===== config.mk =====
export PLATFORM = sky130hd
export DESIGN_NAME = pim_out_encoder
export DESIGN_NICKNAME = d
export VERILOG_FILES = /design/src/rtl/pim_enc_pkg.sv /design/src/rtl/pim_therm_decode.sv /design/src/rtl/pim_out_encoder.sv
export SDC_FILE = /design/constraint.sdc
export NUM_CORES = 1
export LEC_CHECK = 0
export ABC_CLOCK_PERIOD_IN_PS = 4100
export CAP_MARGIN = 20
export CORE_MARGIN = 1
export CORE_UTILIZATION = 48
export DETAILED_ROUTE_END_ITERATION = 12
export GPL_TIMING_DRIVEN = 0
export PLACE_DENSITY = 0.84
export SYNTH_ARGS = -nofsm -noshare
export SYNTH_HDL_FRONTEND = slang
export SYNTH_HIERARCHICAL = 1
export SYNTH_SLANG_ARGS = --single-unit

===== constraint.sdc =====
create_clock -name clk_i -period 4.1 [get_ports clk_i]
set_clock_uncertainty 0.1 [all_clocks]
set_input_delay 0.615 -clock clk_i [delete_from_list [all_inputs] [get_ports clk_i]]
set_output_delay 0.615 -clock clk_i [all_outputs]
set_load 0.005 [all_outputs]

===== src/rtl/pim_enc_pkg.sv =====
// Shared mode codes, frame FSM states and the row-by-row lookup table
// for the eFlash output encoder.
package pim_enc_pkg;

    localparam logic [2:0] MODE_PAR = 3'b101;
    localparam logic [2:0] MODE_RBR = 3'b110;

    typedef enum logic [1:0] {
        IDLE,
        FILL,
        EMIT
    } pim_enc_state_e;

    localparam logic [3:0] RBR_LUT [9] = '{4'd9, 4'd9, 4'd6, 4'd6, 4'd4, 4'd3, 4'd2, 4'd1, 4'd0};

    // Non-8-bit thermometers have no characterised table; fall back to TW-count.
    function automatic int unsigned rbr_map(input int unsigned tw, input int unsigned cnt);
        if (tw == 8) begin
            return 32'(RBR_LUT[cnt[3:0]]);
        end
        return tw - cnt;
    endfunction

endpackage


===== src/rtl/pim_therm_decode.sv =====
// Thermometer decoder: counts MSB-first leading ones; any code that is not
// ones-then-zeros is flagged invalid and reported as count 0.
module pim_therm_decode #(
    parameter int unsigned TW = 8,
    localparam int unsigned CW = $clog2(TW + 1)
) (
    input  logic [TW-1:0] data_i,
    output logic [CW-1:0] count_o,
    output logic          valid_o
);

    logic [CW-1:0] ones;

    always_comb begin
        ones    = '0;
        valid_o = 1'b1;
        for (int unsigned i = 0; i < TW; i++) begin
            ones = ones + CW'(data_i[i]);
        end
        for (int unsigned i = 0; i + 1 < TW; i++) begin
            if (data_i[i] && !data_i[i+1]) begin
                valid_o = 1'b0;
            end
        end
        count_o = valid_o ? ones : '0;
    end

endmodule


===== src/rtl/pim_out_encoder.sv =====
// eFlash output slot buffer and encoder (row-by-row LUT / parallel radix-TW).
// Optional error-frame counter port err_cnt_o under PIM_ENC_ERR_CNT_EN.
module pim_out_encoder
    import pim_enc_pkg::*;
#(
    parameter int unsigned TW    = 8,
    parameter int unsigned SLOTS = 2,
    parameter int unsigned OUT_W = 7
) (
    input  logic             clk_i,
    input  logic             rst_ni,
    input  logic [2:0]       pim_mode_i,
    input  logic             flush_i,
    input  logic             in_valid_i,
    output logic             in_ready_o,
    input  logic [TW-1:0]    in_data_i,
    output logic             out_valid_o,
    input  logic             out_ready_i,
    output logic [OUT_W-1:0] out_data_o,
    output logic             out_err_o
`ifdef PIM_ENC_ERR_CNT_EN
    ,
    output logic [15:0]      err_cnt_o
`endif
);

    localparam int unsigned CNT_W  = $clog2(TW + 1);
    localparam int unsigned ACC_W  = $clog2((TW + 1) ** SLOTS);
    localparam int unsigned SLOT_W = (SLOTS > 1) ? $clog2(SLOTS) : 1;
    localparam int unsigned CMP_W  = (ACC_W > OUT_W) ? ACC_W : OUT_W;
    localparam logic [CMP_W-1:0] OUT_MAX = CMP_W'({OUT_W{1'b1}});

    pim_enc_state_e    state_q, state_d;
    logic [SLOT_W-1:0] slot_q, slot_d;
    logic [ACC_W-1:0]  acc_q, acc_d;
    logic              err_q, err_d;
    logic [OUT_W-1:0]  data_q, data_d;
    logic              oerr_q, oerr_d;

    logic [CNT_W-1:0]  cnt;
    logic              cnt_valid;
    logic              beat_fire;
    logic [ACC_W-1:0]  acc_next;
    logic              par_sat;
    logic [OUT_W-1:0]  par_data;
    logic [OUT_W-1:0]  rbr_data;

    pim_therm_decode #(.TW(TW)) u_decode (
        .data_i  (in_data_i),
        .count_o (cnt),
        .valid_o (cnt_valid)
    );

    assign in_ready_o  = (state_q != EMIT);
    assign out_valid_o = (state_q == EMIT);
    assign out_data_o  = data_q;
    assign out_err_o   = oerr_q;
    assign beat_fire   = in_valid_i && in_ready_o;

    always_comb begin
        acc_next = (acc_q * ACC_W'(TW)) + ACC_W'(cnt);
        par_sat  = CMP_W'(acc_next) > OUT_MAX;
        par_data = par_sat ? '1 : OUT_W'(acc_next);
        rbr_data = OUT_W'(rbr_map(TW, 32'(cnt)));
    end

    // FILL is only reachable in parallel mode, so the mode seen on the first
    // beat is the only one that matters; later pim_mode_i values are ignored.
    always_comb begin
        state_d = state_q;
        slot_d  = slot_q;
        acc_d   = acc_q;
        err_d   = err_q;
        data_d  = data_q;
        oerr_d  = oerr_q;
        unique case (state_q)
            IDLE, FILL: begin
                if (flush_i) begin
                    state_d = IDLE;
                    slot_d  = '0;
                    acc_d   = '0;
                    err_d   = 1'b0;
                end else if (beat_fire) begin
                    if (state_q == IDLE && pim_mode_i == MODE_RBR) begin
                        state_d = EMIT;
                        data_d  = rbr_data;
                        oerr_d  = ~cnt_valid;
                    end else if (state_q == FILL || pim_mode_i == MODE_PAR) begin
                        acc_d = acc_next;
                        if ((state_q == IDLE && SLOTS == 1) ||
                            (state_q == FILL && slot_q == SLOT_W'(SLOTS - 1))) begin
                            state_d = EMIT;
                            data_d  = par_data;
                            oerr_d  = err_q | ~cnt_valid | par_sat;
                        end else begin
                            state_d = FILL;
                            slot_d  = slot_q + SLOT_W'(1);
                            err_d   = err_q | ~cnt_valid;
                        end
                    end
                end
            end
            EMIT: begin
                if (out_ready_i) begin
                    state_d = IDLE;
                    slot_d  = '0;
                    acc_d   = '0;
                    err_d   = 1'b0;
                end
            end
            default: state_d = IDLE;
        endcase
    end

    always_ff @(posedge clk_i or negedge rst_ni) begin
        if (!rst_ni) begin
            state_q <= IDLE;
            slot_q  <= '0;
            acc_q   <= '0;
            err_q   <= 1'b0;
            data_q  <= '0;
            oerr_q  <= 1'b0;
        end else begin
            state_q <= state_d;
            slot_q  <= slot_d;
            acc_q   <= acc_d;
            err_q   <= err_d;
            data_q  <= data_d;
            oerr_q  <= oerr_d;
        end
    end

`ifdef PIM_ENC_ERR_CNT_EN
    logic [15:0] err_cnt_q;

    always_ff @(posedge clk_i or negedge rst_ni) begin
        if (!rst_ni) begin
            err_cnt_q <= '0;
        end else if (state_q == EMIT && out_ready_i && oerr_q && err_cnt_q != '1) begin
            err_cnt_q <= err_cnt_q + 16'd1;
        end
    end

    assign err_cnt_o = err_cnt_q;
`endif

endmodule


After elaboration in Yosys (flattened, before gate mapping)
Memories as Yosys holds them, arrays and structs flattened. Index checks and enable logic that the tools add are counted. W data, S select, Z words.

Memories: 1. Output and inout port bits: 10. Word-level logic and storage cells: 104. Flip-flop bits (word level): 16. Input port bits: 16. Bits in read-only memories: 64.

Equal/unequal tests: 11. $lt $le $gt $ge: 2. Muxes and demuxes: 43. Add/subtract/negate cells: 9. Bitwise gates (word level): 5. Reductions and logical operators: 27.

Memories: (name not given) (words 16, width 4, read ports 1, clocked after memory_dff 0, wr ports 0, line pim_enc_pkg.sv:19) `return 32'(RBR_LUT[cnt[3:0]]);`.

Operator list (number): $mux W4 (8); $mux W7 (4); $add A4 B1 Y4 (6); $mux W1 (21); $mux W2 (6); $ne A3 B3 Y1 const B (4); $logic_and A1 B1 Y1 (10); $reduce_and A5 Y1 (2); $pmux W4 S2 (1); $add A7 B4 Y7 (1); $gt A7 B7 Y1 const B (1); $logic_not A1 Y1 (7); $eq A3 B3 Y1 const B (2); $reduce_and A6 Y1 (1); $reduce_bool A2 Y1 (3); $ge A5 B5 Y1 const B (1); $not A4 Y5 (1); $ne A4 B4 Y1 const B (1); $pmux W1 S2 (2); $pmux W2 S2 (1); $reduce_and A3 Y1 (1); $add A1 B1 Y2 (1); $eq A2 B1 Y1 const B (1); $eq A2 B2 Y1 const B (1); other kinds (8) (10).

Logic depth before layout (Yosys ltp)
Gate-level depths: netlist of run 1.

Depth after elaboration: 17. Gate-level depth with buffers: 13. Mapped depth without buffers: 13.

Cells and area by module
The synthesis of run 1 kept the hierarchy.

Modules (own cells, without submodules): pim_out_encoder (instances 1, cells each 102, area each 1014.7 um^2, sequential area each 400.4 um^2); pim_therm_decode (instances 1, cells each 32, area each 267.8 um^2, sequential area each 0.0 um^2).

Worst setup path before layout of run 1
No wires, ideal clock.

Path kind: input port to flip-flop. Start point: input port in_data_i[3]. End point: register oerr_q (netlist: out_err_o). Arrival time: 3.723 ns. Path slack: 0.191 ns. Buffers on the path: 0. Cell stages on the path: 13. Path through: fa_1 > inv_1 > fa_1 > inv_1 > ha_1 > inv_1 > fa_1 > xor2_1 > nor3_1 > nand4_1 > or4b_1 > o21ba_1 > o221ai_2.

Word-level cells in the longest chain between the ends: 14. Elaborated cells between the ends (all ways): 22.

Ends and longest elaborated chain: from (decl) (line pim_out_encoder.sv:16) `input logic [TW-1:0] in_data_i,`; parallel branches: the longest is 7 deep, another holds $add A4 B1 Y4; $mux W4 * (line pim_therm_decode.sv:25) `count_o = valid_o ? ones : '0;`; named net cnt[2] (line pim_out_encoder.sv:40) `logic [CNT_W-1:0] cnt;`; $add A7 B4 Y7 * (line pim_out_encoder.sv:61) `acc_next = (acc_q * ACC_W'(TW)) + ACC_W'(cnt);`; $gt A7 B7 Y1 * (line pim_out_encoder.sv:62) `par_sat = CMP_W'(acc_next) > OUT_MAX;`; $or A1 B1 Y1 * (line pim_out_encoder.sv:94) `oerr_d = err_q | ~cnt_valid | par_sat;`; $mux W1 * (line pim_out_encoder.sv:90) `if ((state_q == IDLE && SLOTS == 1) ||`; $mux W1 * (line pim_out_encoder.sv:88) `end else if (state_q == FILL || pim_mode_i == MODE_PAR) begin`; $mux W1 * (line pim_out_encoder.sv:84) `if (state_q == IDLE && pim_mode_i == MODE_RBR) begin`; to (signal assigned) (line pim_out_encoder.sv:129) `oerr_q <= oerr_d;`; to (decl) (line pim_out_encoder.sv:38) `logic oerr_q, oerr_d;`.

Mark *: on every way through the listed nets, which the timed path passes. The select of a mux whose other input is x is not followed. A chain may end at the register's enable or synchronous reset.

Final worst setup path of run 1
Ends and elaborated chain as after synthesis.

==> results of run 1 <==
==> per-layer routing <==
metal	vias to the layer above	wire (um)	GRT usage
met5	-	0	0
met4	0	72	0.1272
met3	8	120	0.05367
met2	31	1433	0.4198
met1	511	1181	0.2684
li1	536	-	-
==> final timing paths <==
path                                from            end  cells after the start
max reg2reg                     acc_q[0]      out_err_o                      6
max in group asynchronous         rst_ni       acc_q[1]                      1
max                         in_data_i[3]      out_err_o                     13
min in group asynchronous         rst_ni       acc_q[0]                      1
min reg2reg                out_data_o[6]  out_data_o[6]                      2
min                        out_data_o[6]  out_data_o[6]                      2
==> where the power goes <==
part           switching (mW)  internal [mW]  total [mW]  leakage (nW)
Clock                  0.0517         0.0541       0.106        0.0210
Combinational          0.0781         0.0813       0.159         0.556
Sequential            0.00851          0.170       0.179         0.216
==> state kept, by name (all words and copies together) (netlist names) <==
name / count
acc_q: 4
err_q: 1
out_data_o: 7
out_err_o: 1
slot_q: 1
state_q: 2
==> worst max-delay path, stage by stage <==
cell	delay (ns)
dlygate4sd2_1	0.27
fa_1	0.56
inv_1	0.05
fa_1	0.43
inv_1	0.07
ha_2	0.18
inv_2	0.04
fa_2	0.49
nor3_4	0.29
nand4_1	0.12
or4b_1	0.55
o21ba_4	0.21
o221ai_2	0.14
==> through the flow <==
| step | instance area (sq um) | setup TNS (ns) |
|---|---|---|
| after global placement | 1560 | -1.432 |
| after detailed placement | 1560 | -2.037 |
| after CTS | 1634 | 0 |
| after floorplan | 1282 | 0 |
| after global routing | 1665 | 0 |
| final | 1665 | 0 |
==> logic make-up (layout without fill, tap and decap cells) <==
| kind of cell | after synthesis | in the layout | share of synthesized area |
|---|---|---|---|
| fa+ha+maj | 12 | 12 | 0.1405 |
| mux | 6 | 6 | 0.04976 |
| compound gates | 28 | 28 | 0.1707 |
| xor+xnor | 4 | 4 | 0.02732 |
| simple gates | 46 | 46 | 0.2166 |
| flops | 16 | 16 | 0.3122 |
| buf+inv | 22 | 52 | 0.08292 |
==> cells in the final DEF (no fill, tap or decap), drive strengths merged, types with 2 or more instances in the layout <==
cell type	count
a32o	2
clkdlybuf4s50	18
inv	18
o21ai	6
nand2	11
o221ai	2
o31ai	2
and2	2
nor3	8
mux2	3
mux2i	3
nor2	8
ha	8
xor2	2
clkbuf	4
a21oi	6
dlymetal6s2s	5
xnor2	2
o32ai	2
buf	6
dfrtp	16
fa	4
nand2b	4
and3b	2
or2	2
==> timing repair <==
| item | CTS | global route |
|---|---|---|
| buffers inserted | 1 | 1 |
| endpoints found under the setup margin | 3 | 3 |
| pin swaps | 3 | 9 |
| gates resized for setup | 6 | 10 |
==> cell type report <==
class	instances	area (sq um)	share of cell area
Multi-Input combinational cell	96	818.3	0.4914
Sequential cell	16	400.4	0.2404
Timing Repair Buffer	26	266.5	0.1600
Inverter	18	67.56	0.04057
Buffer	4	38.79	0.02329
Tap cell	30	37.54	0.02254
Clock buffer	4	36.28	0.02179
==> results by group, run 1 <==
Logic synthesis
  – Top cells by area, synth: dfrtp_1 (31%), ha_1 (7.8%), fa_1 (6.2%)
  – Most frequent cell after synthesis: inv_1
  – Cell variety after synth: 43
  – Mapped Avg Cell Area: 9.571 sq um
  – Post-Synthesis Cells: 134
  – Mapped Area: 1282 sq um
  – Synth top cells by count: inv_1 (18), dfrtp_1 (16), nand2_1 (11)
  – Main synth FF type: dfrtp_1
  – Net count after synthesis: 162
  – Yosys reg bits: 16
  – Top-area cell type share of the netlist area: 0.3122
  – Post-synth EDFFs: 0
  – Sequential area share after synthesis: 0.3122
  – Async SR Flop Fraction: 1.000
  – Synth warnings: 6
  – Area leader, netlist: dfrtp_1

Worst setup path
  – CP Data Required Time: 4.20 ns
  – Worst Path Arrival: 4.03 ns
  – Kind of critical path: input port to flip-flop
  – Max FO, Critical Path: 5
  – Reg2reg setup slack: 2.12 ns
  – CP endpoint kind: flip-flop
  – Startpoint Class: input port

CTS
  – CTS tree: yes
  – H-tree depth: 1
  – Latest clock arrival within the worst-skew pair: 0.30 ns
  – Clk sinks: 16
  – Hold Buf Count CTS: 0
  – Clock buffer depth: 2
  – Root Buffer: clkbuf_4
  – Clk slew on worst S/H paths: 0.09 ns
  – CTS Buf Count: 3

Place
  – Port Buf Inserts: 24
  – Global placer's final weighted congestion: 0.8007
  – Cells after DPL: 188
  – Dpl ws: -0.7224 ns
  – Dpl hpwl: 2246 um

Timing
  – Unrepaired setup endpoints after global routing: false
  – Setup WS post-layout: 0.1730 ns
  – Relative slew slack: 0.5040
  – Fin. max-slew vios: 0
  – Max Freq: 0.2546 GHz
  – Final setup vio count: 0
  – Hold Slack: 0.3889 ns
  – Final Critical Period: 3.927 ns
  – Period utilization: 0.9578
  – Worst-Margin Slew: 0.7417 ns
  – Hold Vio Cnt, Final: 0

Routing
  – Wirelength, routed: 2808 um
  – First-pass DRT Iterations: 4
  – Routed WL per cell: 14.47 um
  – Vias: 1086
  – Drt first-iter violations: 2
  – Remaining DRCs: 0
  – Antenna Nets Post-Route: 0
  – Vias per cell: 5.598

Floorplanning
  – Io pins: 26
  – Die Y: 53.69 um
  – Die extent in x: 53.69 um
  – # rows: 18
  – Initial core utilization: 0.5130
  – Die area: 2883 sq um
  – Core area: 2500 sq um

Global route
  – GR Util All Layers: 0.2402
  – Antenna violations before repair: 0
  – Largest net degree at the start of global routing: 17
  – Global-route wire length before repair: 4871 um
  – Total grt overflow: 0
  – Vias in the first global route: 1183

Layout
  – Final core occ: 0.6662
  – Filler cells: 191
  – Nets: 193
  – N_diodes: 0
  – Area growth, synth to finish: 29.85%
  – Share of layout cells above drive strength 1: 0.1829
  – Non-Filler Instances: 194

Hold path
  – Worst min path class: flip-flop to flip-flop

Pwr
  – Leakage power: 0.7924 nW
  – Total power: 444.2 uW
  – Pwr/cell area: 266.7 nW/um^2
  – Max rail drop VDD: 0.2129 mV

Outcome
  – Status: completed

Flow run
  – Max cap viols: 0
Note: power is estimated with default switching activity, not from simulation.
==> run 2: changes to the inputs <==
Settings changed: CORE_UTILIZATION 48 to 50, PLACE_DENSITY 0.84 to 0.87, RECOVER_POWER from default to 25.
==> results by group, run 2 (synthesis gave the netlist of run 1 again) <==
Timing
  – Fin. max-slew vios: 0 (unchanged)
  – Final Critical Period: 3.811 ns (-0.1164 ns)
  – Unrepaired setup endpoints after global routing: false
  – Period utilization: 0.9294 (-0.02838)
  – Relative slew slack: 0.5036 (about the same)
  – Worst-Margin Slew: 0.7422 ns (+0.0004893 ns)
  – Final setup vio count: 0 (unchanged)
  – Sum Neg Setup Slack: 0 ns (unchanged)
  – Setup WS post-layout: 0.2893 ns (+0.1164 ns)
  – Hold Vio Cnt, Final: 0 (unchanged)
  – Max Freq: 0.2624 GHz (+3.1%)

Layout
  – Max FFs per register: 7 (unchanged)
  – Nets: 193 (unchanged)
  – Register area: 400.4 sq um (unchanged)
  – Area growth, synth to finish: 29.07%
  – Commonest non-fill, non-tap cells in the layout: inv_1 (18), clkdlybuf4s50_1 (17), dfrtp_1 (16)
  – Leading cell type in the layout, fill and taps excluded: inv_1
  – Area taken by multi-input logic gates: 807.0 sq um (-1.4%)
  – Filler cells: 173 (-9.4%)
  – N_diodes: 0 (unchanged)
  – Share of layout cells above drive strength 1: 0.1524 (-0.03049)

Floorplanning
  – Initial core utilization: 0.5532 (+0.04014)
  – # rows: 17 (-1)
  – Core area: 2318 sq um (-7.3%)
  – Io pins: 26 (unchanged)
  – Die area: 2772 sq um (-3.9%)
  – Die Y: 52.65 um (-1.9%)
  – Die extent in x: 52.65 um (-1.9%)

Worst setup path
  – Kind of critical path: input port to flip-flop
  – CP Data Required Time: 4.20 ns (about the same)
  – Max FO, Critical Path: 5 (unchanged)
  – Top Family by Delay on Critical Path: adder cells
  – Buf/Inv on CP: 4 (unchanged)
  – Crit path largest cell delay: 0.54 ns (-0.02 ns)
  – CP endpoint kind: flip-flop
  – Startpoint Class: input port
  – Reg2reg setup slack: 2.16 ns (+0.04 ns)
  – Cells along the critical path: dlymetal6s2s_1, fa_1, inv_1, fa_1, inv_1, ha_1, inv_1, fa_1, nor3_4, nand4_1, or4b_1, o21ba_1, o221ai_2
  – CP max stage cell: fa_1
  – Worst Path Arrival: 3.91 ns (-0.12 ns)

Global route
  – Total grt overflow: 0 (unchanged)
  – GR Util All Layers: 0.2279 (-0.01236)
  – Vias in the first global route: 1112 (-6.0%)
  – Antenna violations before repair: 0 (unchanged)
  – Global-route wire length before repair: 4705 um (-3.4%)
  – Largest net degree at the start of global routing: 17 (unchanged)

Routing
  – Wirelength, routed: 2738 um (-2.5%)
  – Vias per cell: 5.604 (+0.11%)
  – Routed WL per cell: 14.26 um (-1.5%)
  – Vias: 1076 (-0.92%)
  – Remaining DRCs: 0 (unchanged)
  – Drt first-iter violations: 25 (+23)
  – First-pass DRT Iterations: 4 (unchanged)
  – Antenna Nets Post-Route: 0 (unchanged)

Place
  – Port Buf Inserts: 24 (unchanged)
  – Dpl hpwl: 2103 um (-6.3%)
  – Global placer's final weighted congestion: 0.8670 (+8.3%)
  – Dpl ws: -0.6666 ns (+0.05583 ns)

Pwr
  – Power Internal: 300.8 uW (-1.6%)
  – Max rail drop VDD: 0.2591 mV (+22%)
  – Register share of total power: 0.408 (+0.005)
  – Switch share: 0.3118 (+0.0004789)
  – Switching pwr: 136.3 uW (-1.4%)
  – Clock power frac: 0.241 (+0.003)
  – Total power: 437.2 uW (-1.6%)
  – Leakage power: 0.8030 nW (+1.3%)
  – Comb power frac: 0.350 (-0.009)
  – Pwr/cell area: 264.1 nW/um^2 (-0.98%)

CTS
  – Latest clock arrival within the worst-skew pair: 0.28 ns (-0.02 ns)
  – Clk sinks: 16 (unchanged)
  – CTS Buf Count: 3 (unchanged)
  – Clk slew on worst S/H paths: 0.10 ns (about the same)
  – CTS tree: yes
  – H-tree depth: 1 (unchanged)
  – Clock buffer depth: 2 (unchanged)
  – Root Buffer: clkbuf_4

Hold path
  – Worst min path class: flip-flop to flip-flop

Outcome
  – Status: completed

Flow run
  – Max cap viols: 0 (unchanged)
-- run 2: routing by layer --
layer  GRT usage  share of wire
met5           0              0
met3     0.03478          0.044
met4     0.07456         0.0091
met1      0.2737           0.44
met2      0.4093           0.51
-- run 2: layout make-up --
cell class / instances / area share
repair buffers: 26 / 0.1633
clock buffers: 4 / 0.02192
plain buffers: 4 / 0.02343
multi-input cells: 96 / 0.4875
well taps: 28 / 0.02116
flip-flops and latches: 16 / 0.2419
inverters: 18 / 0.04082
-- run 2: stage by stage --
step                      cell area, sq um  hold slack, ns    util  std cells
after floorplan                       1282          0.2194       -        134
after global placement                1558          0.3689  0.6719        186
after detailed placement              1558          0.3774  0.6719        186
after CTS                             1633          0.3998  0.7043        191
after global routing                  1655          0.4093  0.7140        192
final                                 1655          0.3993  0.7140        192
-- run 2: worst reg2reg max path: stages (launching register included) --
cell and delay, ns:
dfrtp_1 0.40, ha_1 0.21, ha_1 0.19, xnor2_1 0.13, or4b_1 0.46, o21ba_1 0.19
o221ai_2 0.17
-- run 2: path summary, 6_finish.rpt --
check,to,from,depth (start not counted)
setup / recovery,out_err_o,in_data_i[3],13
hold / removal,out_data_o[5],out_data_o[5],2
setup reg to reg,out_err_o,acc_q[0],6
hold reg to reg,out_data_o[5],out_data_o[5],2
max in group asynchronous,out_data_o[2],rst_ni,1
min in group asynchronous,out_data_o[4],rst_ni,1
-- run 2: repair_timing --
| action | in CTS | in global routing |
|---|---|---|
| setup endpoints to repair | 3 | 3 |
| hold buffers | 0 | 0 |
| gates resized for setup | 5 | 6 |
| pin swaps | 3 | 5 |
| setup buffers | 1 | 1 |
| cloned | 0 | 0 |
-- run 2: power by group through the flow --
| stage | registers, mW | clock network, mW | logic [mW] |
|---|---|---|---|
| 3_3_place_gp | 0.180 | 0 | 0.135 |
| 5_1_grt | 0.179 | 0.114 | 0.170 |
| 4_1_cts | 0.178 | 0.105 | 0.154 |
| 3_5_place_dp | 0.181 | 0 | 0.141 |
| 6_report | 0.178 | 0.106 | 0.153 |
| 2_1_floorplan | 0.181 | 0 | 0.0833 |
